File: src/rtl/bit_serial_operand_serializer.sv
// Serial operand source for the bit-serial multiplier array: X, Y, X&Y, frame token.
// Define BSM_SERIALIZER_SIGNED_EN to sign-extend during flush (two's complement operands).
module bit_serial_operand_serializer #(
    parameter int W     = 8,
    parameter int CNT_W = $clog2(2*W)
) (
    input  logic         clk,
    input  logic         reset_n,
    input  logic         in_valid,
    output logic         in_ready,
    input  logic [W-1:0] in_x,
    input  logic [W-1:0] in_y,
    output logic         x,
    output logic         y,
    output logic         xy,
    output logic         r,
    output logic         last_bit,
    output logic         busy
);

    typedef enum logic [1:0] {
        S_IDLE  = 2'd0,
        S_SHIFT = 2'd1,
        S_FLUSH = 2'd2
    } state_t;

    localparam logic [CNT_W-1:0] LAST_SHIFT = CNT_W'(W-1);
    localparam logic [CNT_W-1:0] LAST_BIT   = CNT_W'(2*W-1);

    state_t           r_state;
    state_t           w_nxt_state;
    logic [CNT_W-1:0] r_cnt;
    logic [CNT_W-1:0] w_nxt_cnt;
    logic [W-1:0]     r_sx;
    logic [W-1:0]     r_sy;
    logic [W-1:0]     w_nxt_sx;
    logic [W-1:0]     w_nxt_sy;
    logic             w_fill_x;
    logic             w_fill_y;
    logic             w_final;
    logic             w_xfer;

    logic r_x;
    logic r_y;
    logic r_xy;
    logic r_r;
    logic r_last;
    logic r_busy;
    logic w_x_n;
    logic w_y_n;
    logic w_xy_n;
    logic w_r_n;
    logic w_last_n;
    logic w_busy_n;

    // Shifting continues through flush, so the fill bit alone decides zero vs sign extension.
`ifdef BSM_SERIALIZER_SIGNED_EN
    assign w_fill_x = r_sx[W-1];
    assign w_fill_y = r_sy[W-1];
`else
    assign w_fill_x = 1'b0;
    assign w_fill_y = 1'b0;
`endif

    assign w_final  = (r_state == S_FLUSH) && (r_cnt == LAST_BIT);
    assign in_ready = reset_n && ((r_state == S_IDLE) || w_final);
    assign w_xfer   = in_valid && in_ready;

    always_ff @(posedge clk) begin
        if (!reset_n) begin
            r_state <= S_IDLE;
            r_cnt   <= '0;
            r_sx    <= '0;
            r_sy    <= '0;
            r_x     <= 1'b0;
            r_y     <= 1'b0;
            r_xy    <= 1'b0;
            r_r     <= 1'b0;
            r_last  <= 1'b1;
            r_busy  <= 1'b0;
        end else begin
            r_state <= w_nxt_state;
            r_cnt   <= w_nxt_cnt;
            r_sx    <= w_nxt_sx;
            r_sy    <= w_nxt_sy;
            r_x     <= w_x_n;
            r_y     <= w_y_n;
            r_xy    <= w_xy_n;
            r_r     <= w_r_n;
            r_last  <= w_last_n;
            r_busy  <= w_busy_n;
        end
    end

    always_comb begin
        w_nxt_state = r_state;
        w_nxt_cnt   = r_cnt;
        w_nxt_sx    = {w_fill_x, r_sx[W-1:1]};
        w_nxt_sy    = {w_fill_y, r_sy[W-1:1]};
        unique case (r_state)
            S_IDLE: begin
                w_nxt_state = S_IDLE;
            end
            S_SHIFT: begin
                w_nxt_cnt = r_cnt + 1'b1;
                if (r_cnt == LAST_SHIFT) begin
                    w_nxt_state = S_FLUSH;
                end
            end
            S_FLUSH: begin
                if (w_final) begin
                    w_nxt_state = S_IDLE;
                end else begin
                    w_nxt_cnt = r_cnt + 1'b1;
                end
            end
            default: begin
                w_nxt_state = S_IDLE;
            end
        endcase
        if (w_xfer) begin
            w_nxt_state = S_SHIFT;
            w_nxt_cnt   = '0;
            w_nxt_sx    = in_x;
            w_nxt_sy    = in_y;
        end
    end

    // Outputs are decoded from the next state so they land registered with it.
    always_comb begin
        w_x_n    = 1'b0;
        w_y_n    = 1'b0;
        w_xy_n   = 1'b0;
        w_r_n    = 1'b0;
        w_last_n = 1'b0;
        w_busy_n = 1'b0;
        if (w_nxt_state != S_IDLE) begin
            w_x_n    = w_nxt_sx[0];
            w_y_n    = w_nxt_sy[0];
            w_xy_n   = w_nxt_sx[0] & w_nxt_sy[0];
            w_busy_n = 1'b1;
            w_r_n    = (w_nxt_state == S_SHIFT) && (w_nxt_cnt == '0);
            w_last_n = (w_nxt_state == S_FLUSH) && (w_nxt_cnt == LAST_BIT);
        end
    end

    assign x        = r_x;
    assign y        = r_y;
    assign xy       = r_xy;
    assign r        = r_r;
    assign last_bit = r_last;
    assign busy     = r_busy;

endmodule

File: config.mk
export PLATFORM = sky130hd
export DESIGN_NAME = bit_serial_operand_serializer
export DESIGN_NICKNAME = d
export VERILOG_FILES = /design/src/rtl/bit_serial_operand_serializer.sv
export SDC_FILE = /design/constraint.sdc
export NUM_CORES = 1
export LEC_CHECK = 0
export ABC_CLOCK_PERIOD_IN_PS = 3000
export CORE_ASPECT_RATIO = 1.4
export CORE_MARGIN = 1
export CORE_UTILIZATION = 45
export DETAILED_ROUTE_END_ITERATION = 7
export DONT_BUFFER_PORTS = 1
export PLACE_DENSITY_LB_ADDON = 0.25
export RECOVER_POWER = 50
export SKIP_CTS_REPAIR_TIMING = 1
export SLEW_MARGIN = 20
export SYNTH_ARGS = -nofsm -noshare
export SYNTH_HDL_FRONTEND = slang
export SYNTH_SLANG_ARGS = --single-unit
File: constraint.sdc
create_clock -name clk -period 3 [get_ports clk]
set_input_delay 0.3 -clock clk [delete_from_list [all_inputs] [get_ports clk]]
set_output_delay 0.3 -clock clk [all_outputs]
set_load 0.005 [all_outputs]
==> flow_summary_export.csv <==
group,metric,value,unit
detailed_routing,drt-initial-drc-count,17,
clock_network,cts_tree,"done",
layout,mostFrequentLayoutCells,"nand2_1, dfxtp_1, nand3_1",
worst_setup_path,worstSetupPathType,"register to register",
clock_network,clkTransAtPathRegs,140,ps
layout,layout.cells.most_common,"nand2_1",
sta,slew_violations,0,
place,placedCellCount,165,
logic_synthesis,synth-adder-area-share,0.0435,
grt,antenna_found_initial,0,
detailed_routing,drt_pass1_iterations,4,
pwr,p_leak,0.000512,µW
detailed_routing,vias_per_cell,5.47,
logic_synthesis,synth_top_family_by_area,"simple AND/OR/NAND/NOR gates",
sta,skew,12.7,ps
pwr,swShare,0.204,
place,io_buffers,0,
logic_synthesis,avgSynthCellArea,8.21,µm²
grt,globalRouteOverflowTotal,0,
pwr,pwr-share-clk,0.371,
sta,slew_headroom,0.537,
worst_setup_path,cp_max_fo,8,
detailed_routing,routedWlPerCell,12.4,µm
layout,regArea,520,µm²
sta,tns,0,ps
worst_setup_path,cp.required,3250,ps
logic_synthesis,yosysSeqAreaShare,0.453,
clock_network,clock-root-buffer,"clkbuf_4",
logic_synthesis,yosys.area_share.simple,0.345,
layout,multi_input_area,572,µm²
detailed_routing,wirelength,2100,µm
logic_synthesis,post_synth_num_cell_types,33,
logic_synthesis,ys.warnings.count,0,
min_path,hold_path_class,"input port to register",
clock_network,cts_sinks,26,
pwr,peakVddDrop,529,µV
place,dp_hpwl,1560,µm
min_path,holdPathStages,1,
layout,finalNetCount,159,
sta,fmax,460,MHz
sta,rsz0062_at_grt,"false",
layout,diodes,0,
place,dpl-instance-area,1150,µm²
detailed_routing,num_vias,925,
sta,fin_crit_sh,0.725,
logic_synthesis,synthesis.area,1150,µm²
logic_synthesis,syn_nets,163,
sta,setup_viol,0,
logic_synthesis,synth-compound-area-share,0.109,
worst_setup_path,worstPathArrival,2420,ps
pwr,power_frac_seq,0.574,
run,drv_cap,0,
layout,num-fill-cells,242,
layout,area_delta_synth_final,4.57,%
grt,grt_pass1_vias,847,
detailed_routing,route.detailed.drc,0,
layout,design_area,1200,µm²
floorplanning,num_rows,21,
detailed_routing,ant_nets,0,
sta,tightest_slew,693,ps
sta,hold_viol_final,0,
floorplanning,dieHeight,61.8,µm
logic_synthesis,syn-instance-count,140,
logic_synthesis,synth-xor-area-share,0,
floorplanning,die_w,44.7,µm
floorplanning,die_area,2760,µm²
pwr,power_switching,131,µW
pwr,power_frac_comb,0.056,
layout,final_layout_size_suffix_gt1_frac,0.0741,
place,globalplace.congestion,0.826,
grt,grt_max_degree,21,
logic_synthesis,synth_mux_area_frac,0,
clock_network,cts_max_level,1,
worst_setup_path,start_kind,"register",
sta,min_period,2170,ps
clock_network,ctsLongestPathBuffers,2,
floorplanning,initial_utilization,0.476,
clock_network,cts_buffers,3,
logic_synthesis,synth-seq-cells,26,
pwr,p_int,511,µW
pwr,power_per_cell_area,534,nW/µm²
layout,fin_cells,169,
clock_network,clk_latency,330,ps
floorplanning,ioPinCount,26,
grt,grt_pass1_wl,3540,µm
outcome,status,"finished, final reports clean",
floorplanning,core-area,2420,µm²
worst_setup_path,reg2reg_slack,830,ps
worst_setup_path,r2r_cells,6,
worst_setup_path,cp-end-kind,"register",
grt,grt_usage,0.178,
==> metal layers <==
| metal | part of all wire | global-route usage | up-vias | wire length, µm |
|---|---|---|---|---|
| met1 | 0.42 | 0.191 | 422 | 878 |
| met2 | 0.51 | 0.311 | 29 | 1070 |
| li1 | - | - | 468 | - |
| met3 | 0.034 | 0.0289 | 6 | 72 |
| met5 | 0 | 0 | - | 0 |
| met4 | 0.035 | 0.134 | 0 | 74 |
==> synth_stat cells <==
master | n | area share
clkbuf_1 | 2 | 0.0065
a41o_1 | 1 | 0.0087
o311ai_1 | 1 | 0.0076
o211ai_1 | 1 | 0.0065
and3_2 | 1 | 0.0065
nor2_1 | 7 | 0.023
o21ai_0 | 6 | 0.026
a31oi_1 | 1 | 0.0054
nand3_1 | 17 | 0.074
nor3_1 | 2 | 0.0087
dfxtp_1 | 26 | 0.45
inv_1 | 4 | 0.013
and2_1 | 4 | 0.022
nand4_1 | 2 | 0.011
nor3b_1 | 1 | 0.0065
nand2_1 | 34 | 0.11
buf_2 | 7 | 0.030
a21boi_0 | 1 | 0.0065
a211oi_1 | 1 | 0.0065
a21o_2 | 1 | 0.0076
o211a_1 | 1 | 0.0087
and3_1 | 2 | 0.011
nor4_1 | 1 | 0.0054
nand2b_1 | 1 | 0.0054
o31ai_1 | 1 | 0.0065
o41ai_2 | 1 | 0.014
and4_1 | 1 | 0.0076
nand4b_1 | 2 | 0.015
or2_2 | 2 | 0.011
and4b_1 | 2 | 0.017
a21oi_1 | 1 | 0.0043
or3_4 | 1 | 0.0098
ha_1 | 4 | 0.044
==> metrics by stage <==
| step | hold slack, ps | setup slack [ps] | util | power (µW) |
|---|---|---|---|---|
| after floorplan | 399 | 1230 | - | 409 |
| after global routing | 8.52 | 669 | 0.497 | 670 |
| after global placement | 373 | 1030 | 0.476 | 411 |
| final | 30.9 | 826 | 0.497 | 642 |
| after CTS | 23.6 | 914 | 0.497 | 651 |
| after detailed placement | 377 | 961 | 0.476 | 413 |
==> area by class of cell <==
type,count,share of cell area
well taps,34,0.0354
clock buffers,3,0.0187
multi-input cells,101,0.476
clock inverters,1,0.0250
flip-flops and latches,26,0.433
inverters,4,0.0125
==> power by group through the flow <==
stage / sequential (µW) / clock (µW) / combinational, µW
after CTS: 369 / 245 / 36.9
after detailed placement: 376 / 0 / 36.7
after global placement: 376 / 0 / 35.4
after floorplan: 375 / 0 / 34.7
final: 368 / 238 / 35.9
after global routing: 371 / 257 / 42.0
==> worst max-delay path, stage by stage, from the launching register on <==
cell	delay [ps]
dfxtp_1	380
inv_1	70
ha_1	420
inv_1	120
o311ai_0	620
nand4_1	250
o31ai_1	250
==> sequential cells by signal, indices dropped and copies added (netlist names) <==
register / flops
r_sx: 7
r_sy: 7
r_cnt: 4
r_state: 2
busy: 1
last_bit: 1
r: 1
x: 1
xy: 1
y: 1
==> worst paths after layout <==
check / startpoint / end
worst max-delay path: r_state[1] / r
worst min-delay path: reset_n / last_bit
worst max register to register: r_state[1] / r
worst min register to register: r_sx[3] / r_sx[2]
==> cell families after synthesis <==
kind of cell,after synthesis
and+or+nand+nor,80
adders and majority gates,4
buffers and inverters,13
AOI/OAI and AO/OA,17
DFF,26
No activity file was read; power rests on OpenSTA's default activity.
